==> src/rtl/pixel_out_buffer.sv <==
// Output buffer for the chromatic-adaptation pipeline: tags pixels with
// frame markers, queues them in a FWFT FIFO and re-presents them valid/ready.
module pixel_out_buffer #(
    parameter int ADDR_BITS  = 4,
    parameter int IMG_WIDTH  = 640,
    parameter int IMG_HEIGHT = 480,
    parameter int COORD_BITS = 12
) (
    input  logic                 clk,
    input  logic                 rst_n,
    input  logic [23:0]          in_rgb,
    input  logic                 in_valid,
    input  logic                 frame_start,
    input  logic                 clr_status,
    output logic [23:0]          out_rgb,
    output logic                 out_sof,
    output logic                 out_eol,
    output logic                 out_eof,
    output logic                 out_valid,
    input  logic                 out_ready,
    output logic [ADDR_BITS:0]   level,
    output logic                 hold_off,
    output logic                 overflow,
    output logic [15:0]          drop_count,
    output logic                 frame_done
);

    localparam int DEPTH = 1 << ADDR_BITS;
    localparam logic [ADDR_BITS:0] LVL_FULL = (ADDR_BITS+1)'(DEPTH);
    localparam logic [ADDR_BITS:0] LVL_HOLD = (ADDR_BITS+1)'(DEPTH - 2);
    localparam logic [ADDR_BITS:0] LVL_ONE  = (ADDR_BITS+1)'(1);
    localparam logic [ADDR_BITS-1:0] PTR_ONE = ADDR_BITS'(1);
    localparam logic [COORD_BITS-1:0] COL_LAST = COORD_BITS'(IMG_WIDTH - 1);
    localparam logic [COORD_BITS-1:0] ROW_LAST = COORD_BITS'(IMG_HEIGHT - 1);
    localparam logic [COORD_BITS-1:0] CRD_ONE  = COORD_BITS'(1);

    logic [26:0]           mem_q [DEPTH];
    logic [ADDR_BITS-1:0]  wr_ptr_q, wr_ptr_d;
    logic [ADDR_BITS-1:0]  rd_ptr_q, rd_ptr_d;
    logic [ADDR_BITS:0]    level_q, level_d;
    logic [COORD_BITS-1:0] col_q, col_d;
    logic [COORD_BITS-1:0] row_q, row_d;
    logic                  overflow_q, overflow_d;
    logic [15:0]           drop_q, drop_d;
    logic                  frame_done_q, frame_done_d;

    logic                  empty;
    logic                  rd_en;
    logic                  wr_en;
    logic                  drop;
    logic [26:0]           head;
    logic [26:0]           wr_entry;
    logic [COORD_BITS-1:0] col_cur;
    logic [COORD_BITS-1:0] row_cur;
    logic                  tag_sof;
    logic                  tag_eol;
    logic                  tag_eof;

    assign empty = (level_q == '0);
    assign head  = mem_q[rd_ptr_q];
    assign rd_en = !empty && out_ready;
    // A full FIFO still accepts a pixel when the head leaves in the same cycle.
    assign wr_en = in_valid && ((level_q != LVL_FULL) || rd_en);
    assign drop  = in_valid && !wr_en;

    // frame_start retargets the current pixel to (0,0) before tagging.
    assign col_cur = frame_start ? '0 : col_q;
    assign row_cur = frame_start ? '0 : row_q;

    assign tag_sof  = (col_cur == '0) && (row_cur == '0);
    assign tag_eol  = (col_cur == COL_LAST);
    assign tag_eof  = tag_eol && (row_cur == ROW_LAST);
    assign wr_entry = {tag_eof, tag_eol, tag_sof, in_rgb};

    always_comb begin
        col_d = col_cur;
        row_d = row_cur;
        if (in_valid) begin
            if (tag_eol) begin
                col_d = '0;
                row_d = (row_cur == ROW_LAST) ? '0 : row_cur + CRD_ONE;
            end else begin
                col_d = col_cur + CRD_ONE;
            end
        end
    end

    always_comb begin
        wr_ptr_d = wr_ptr_q;
        rd_ptr_d = rd_ptr_q;
        level_d  = level_q;
        if (wr_en) begin
            wr_ptr_d = wr_ptr_q + PTR_ONE;
        end
        if (rd_en) begin
            rd_ptr_d = rd_ptr_q + PTR_ONE;
        end
        unique case ({wr_en, rd_en})
            2'b10:   level_d = level_q + LVL_ONE;
            2'b01:   level_d = level_q - LVL_ONE;
            default: level_d = level_q;
        endcase
    end

    // A drop in the same cycle as a clear leaves the drop recorded.
    always_comb begin
        overflow_d = overflow_q;
        drop_d     = drop_q;
        if (clr_status) begin
            overflow_d = 1'b0;
            drop_d     = '0;
        end
        if (drop) begin
            overflow_d = 1'b1;
            if (clr_status) begin
                drop_d = 16'd1;
            end else if (drop_q != 16'hFFFF) begin
                drop_d = drop_q + 16'd1;
            end
        end
    end

    assign frame_done_d = rd_en && head[26];

    always_ff @(posedge clk) begin
        if (wr_en) begin
            mem_q[wr_ptr_q] <= wr_entry;
        end
    end

    always_ff @(posedge clk or negedge rst_n) begin
        if (!rst_n) begin
            wr_ptr_q     <= '0;
            rd_ptr_q     <= '0;
            level_q      <= '0;
            col_q        <= '0;
            row_q        <= '0;
            overflow_q   <= 1'b0;
            drop_q       <= '0;
            frame_done_q <= 1'b0;
        end else begin
            wr_ptr_q     <= wr_ptr_d;
            rd_ptr_q     <= rd_ptr_d;
            level_q      <= level_d;
            col_q        <= col_d;
            row_q        <= row_d;
            overflow_q   <= overflow_d;
            drop_q       <= drop_d;
            frame_done_q <= frame_done_d;
        end
    end

    assign out_valid  = !empty;
    assign out_rgb    = empty ? 24'd0 : head[23:0];
    assign out_sof    = !empty && head[24];
    assign out_eol    = !empty && head[25];
    assign out_eof    = !empty && head[26];
    assign level      = level_q;
    assign hold_off   = (level_q >= LVL_HOLD);
    assign overflow   = overflow_q;
    assign drop_count = drop_q;
    assign frame_done = frame_done_q;

endmodule

==> config.mk <==
export PLATFORM = sky130hd
export DESIGN_NAME = pixel_out_buffer
export DESIGN_NICKNAME = d
export VERILOG_FILES = /design/src/rtl/pixel_out_buffer.sv
export SDC_FILE = /design/constraint.sdc
export NUM_CORES = 1
export LEC_CHECK = 0
export ABC_AREA = 1
export CAP_MARGIN = 20
export CORE_MARGIN = 3
export CORE_UTILIZATION = 25
export CTS_BUF_LIST = sky130_fd_sc_hd__clkbuf_4
export DETAILED_ROUTE_END_ITERATION = 6
export PLACE_DENSITY = 0.39
export SLEW_MARGIN = 10
export SYNTH_ARGS = -nofsm -noshare
export SYNTH_HDL_FRONTEND = slang
export SYNTH_SLANG_ARGS = --single-unit
==> constraint.sdc <==
create_clock -name clk -period 3.04 [get_ports clk]
set_clock_uncertainty 0.2 [all_clocks]
set_input_delay 0.456 -clock clk [delete_from_list [all_inputs] [get_ports clk]]
set_output_delay 0.456 -clock clk [all_outputs]
set_load 0.02 [all_outputs]
==> summary.md <==
The flow ran to the end, but the final reports show violations. The checks that failed: setup timing. Dividing the detail-routed via count by the number of cells gives 4.50. Prior to clock tree synthesis, the placed netlist has a worst setup slack of 0.0172 ns. For the worst setup path, the data arrival time is 2.85 ns. Leading register cell type out of synthesis: sky130_fd_sc_hd__edfxtp_1.

The worst path required time came out at 2.38 ns. The slowest stage of the critical path belongs to the cell sky130_fd_sc_hd__dfrtp_4. The initial utilization of the core area, before any placement, comes to 25.3%. Cells with a size suffix above 1 make up 23.9% of the layout.

The fmax was 285 MHz. The cell count after synthesis came out at 1,866. The number of antenna violations at the first check in global routing was 3. The height of the die is 294 um, and the cell area after synthesis is 20,700 um2. Biggest area consumer among synthesized cells: sky130_fd_sc_hd__edfxtp_1. Entering global routing, the biggest net connects 65 pins. The tools report the number of inserted filler cells in the final layout as 8,287. After synthesis, the mean cell area works out to 11.1 um2.

The category of the worst setup path capture point was an output port. TritonCTS built the clock tree. The worst path needs 3.51 ns of the cycle, external delays included. The critical path is of the reg -> out type. The logs give 3,015 for the number of placed cells counting well taps and 0 for the hold violation total from the final report. The first detailed-routing pass ran for 4 iterations.

At the later pin of the worst-skew pair, clock insertion delay measures 0.97 ns. In this run the most critical hold path is launched from out_ready. The final period utilization came out at 115%. The library cell with the highest instance count after synthesis is sky130_fd_sc_hd__nand2_1. Adding up every negative setup slack in the final design gives -10.35 ns. The floorplan step defined a core boundary enclosing 82,100 um2. Clock-pin slew was measured on the worst setup and hold paths at 0.07 ns. The min-delay analysis places its worst path in the category in -> reg.

Proportion of synthesized flip-flops having asynchronous set or reset: 11.3%. In this run the horizontal extent of the chip is 294 um. Buffer and inverter count on the worst path: 6. The cell family contributing the most delay on the critical path is buffers and inverters.

The worst setup path is launched from a register. In the final design database the tool counted 2,190 nets. Power spread over the standard cell area amounts to 948 nW/um2.

The largest single stage delay on the critical path is 0.57 ns. Across all hold checks on the routed design, the worst slack comes to 0.140 ns. Setup violations remaining at the end of the flow were counted as 27. The number of rows created at floorplan came out at 105. After detailed routing, the total wire length is 64,300 um. The via count of the first global-routing pass came out at 15,300. The run gives 0 as the post-detailed-route count of antenna-violating nets.

The H-tree generated during clock tree synthesis spans 4 levels. The first-iteration detailed-routing DRC count was 725; the die area was 86,500 um2. Across the VDD grid, the largest voltage drop is 0.000657 V. Summed over all cells, the static leakage comes to 0.0101 uW. Global routing used 15.1% of the available tracks. Clock tree synthesis found a total of 487 sinks.

The total count of max-transition violations in the final report is 0, and the number of nets produced by synthesis is 1,910. The number of design rule violations left after detail routing came out at 0. Summing internal, switching and leakage power gives 25,400 uW. Setup repair after global routing could not meet its margin everywhere. Headroom to the max-slew limit: 54.2%.

Routability-driven placement finished with a final weighted congestion of 0.756. During synthesis, Yosys emitted a total of 0 warnings. Detailed placement ended at an HPWL of 34,600 um. Buffers placed on the I/O ports in this run total 81.

At the pin with the least slew margin, the transition time is 0.685 ns. Across the run, the number of max-cap violations was 0. Summing over every cut layer, the via total after detailed routing is 14,900. The detail-routed net length per standard cell was 19.4 um. The worst register-to-register path begins at level[4].

The area growth from synthesis to layout is 29.3%. The CTS buffer count is 144, and the total overflow reported by the global router is 0. The number of buffers on the longest clock path was 3. Sorting the synthesized cells by how often they occur yields 551 x sky130_fd_sc_hd__nand2_1, 432 x sky130_fd_sc_hd__edfxtp_1, 250 x sky130_fd_sc_hd__nand3_1, 137 x sky130_fd_sc_hd__nor2_1, 88 x sky130_fd_sc_hd__a21oi_1. CTS placed an instance of sky130_fd_sc_hd__clkbuf_4 at the clock tree root.

The cell that appears most often on the critical path is sky130_fd_sc_hd__buf_6. The signal on the critical path passes through inv_12, buf_16, buf_8, buf_6, nor2_2, nor2_1, o21ai_1, o211ai_1, nand3_1, a21oi_2, buf_4, buf_6. Counting flops and latches in the post-synthesis netlist gives 487.

The setup slack of the most critical reg-to-reg path came out at 0.60 ns. Path depth of the worst reg2reg path: 8. Sorting the synthesized cells by area gives the leading types as sky130_fd_sc_hd__edfxtp_1 63%, sky130_fd_sc_hd__nand2_1 10%, sky130_fd_sc_hd__dfrtp_1 6.6%, sky130_fd_sc_hd__nand3_1 6.0%, sky130_fd_sc_hd__nor2_1 2.5%. The tools report the post-synthesis sequential area ratio as 69.2%. For the number of cells in the finished layout apart from fillers, the log shows 3,315. The run gives 96,400 um as the first-pass GRT wire length.

The capture endpoint of the worst hold path was rd_ptr_q[0]. In this run the worst path has a maximum fanout of 6. The cell depth of the worst min-delay path is 4, and the number of distinct library cells after synthesis is 43. The worst register-to-register path ends at mem_q[3][26]. 82 I/O pins were placed. The final worst-path setup slack is -0.465 ns, and the proportion of netlist area held by the largest area contributor is 62.5%. The count of flip-flops with a built-in enable after synthesis came out at 432.
## power breakdown
part / total (uW) / switching (uW) / internal, uW
clock: 6170 / 2860 / 3310
sequential: 8230 / 248 / 7980
combinational: 11000 / 6580 / 4460
total: 25400 / 9690 / 15700
## registers in the layout (all words and copies together), names as in the netlist
signal and flops:
wr_ptr_q 4, level 5, col_q 12, frame_done 1, mem_q 432, overflow 1
drop_count 16, row_q 12, rd_ptr_q 4
## cells in the final DEF (no fill, tap or decap), drive strengths merged
master           n
inv             68
clkbuf         198
nor2           150
o21ai           54
o211ai           4
ha              13
nor3            16
nor3b            2
o22ai            1
dlygate4sd2      1
clkinvlp         2
dfrtp           55
xnor2            3
clkdlybuf4s50   52
bufinv           4
bufbuf           3
a21oi           88
fa               1
clkinv          35
xor2            17
or2              2
nor4             1
nand2          563
nand3b           2
edfxtp         432
o21a             2
nand3          252
nand4           20
diode            8
o31ai           26
buf            166
dlygate4sd3      4
## logic make-up (layout without fill, tap and decap cells)
family | count (synthesis) | after routing | share of synthesized area [%]
other | 0 | 8 | 0
AND/OR/NAND/NOR | 1008 | 1008 | 20.9
adder cells (fa/ha/maj) | 14 | 14 | 0.881
buffers and inverters | 162 | 533 | 3.54
AO/OA/AOI/OAI | 175 | 175 | 4.61
XOR/XNOR | 20 | 20 | 0.844
flip-flops | 487 | 487 | 69.2
## worst register-to-register path, stage by stage (launching register included)
cell	delay, ns
sky130_fd_sc_hd__dfrtp_1	0.42
sky130_fd_sc_hd__inv_1	0.15
sky130_fd_sc_hd__nor2_1	0.05
sky130_fd_sc_hd__nand3_1	0.08
sky130_fd_sc_hd__nand2_1	0.15
sky130_fd_sc_hd__inv_1	0.19
sky130_fd_sc_hd__nand2_1	0.31
sky130_fd_sc_hd__nor2_4	0.18
sky130_fd_sc_hd__buf_4	0.35
## how the worst max path moves through the flow
stage	start	end	depth (start not counted)
global placement	rd_ptr_q[0]	out_sof	9
finish	rd_ptr_q[0]	out_eof	12
floorplan	level[0]	mem_q[11][0]	6
CTS	rd_ptr_q[0]	out_rgb[2]	10
global route	rd_ptr_q[0]	out_rgb[22]	9
detailed placement	rd_ptr_q[1]	out_rgb[13]	9
## stage by stage
step	util (%)	area (um2)
CTS	32.2	26500
global route	32.7	26800
global placement	28.9	23700
detailed placement	28.9	23700
finish	32.7	26800
floorplan	-	20700
## metal layers
metal	global-route usage (%)	part of all wire, %
met1	18.8	45
met3	3.76	4.6
met5	0	0.020
met4	5.10	1.8
met2	25.4	49
## layout make-up
cell class | count | area [um2] | share of cell area [%]
Timing Repair inverter | 1 | 20.0 | 0.0746
Clock buffer | 196 | 1470 | 5.48
Timing Repair Buffer | 228 | 2900 | 10.8
Sequential cell | 487 | 14400 | 53.5
Inverter | 67 | 280 | 1.04
Antenna cell | 8 | 20.0 | 0.0746
Tap cell | 1070 | 1340 | 4.99
Multi-Input combinational cell | 1217 | 6150 | 22.9
Clock inverter | 41 | 292 | 1.09
## what timing repair did
action / in CTS / in global routing
gates cloned: 16 / 2
endpoints found under the hold margin: 58 / 0
hold buffers: 5 / 0
pin swaps: 33 / 29
resized for setup: 209 / 78
endpoints found under the setup margin: 28 / 27
setup buffers: 26 / 11
(Power assumes the default switching activity.)
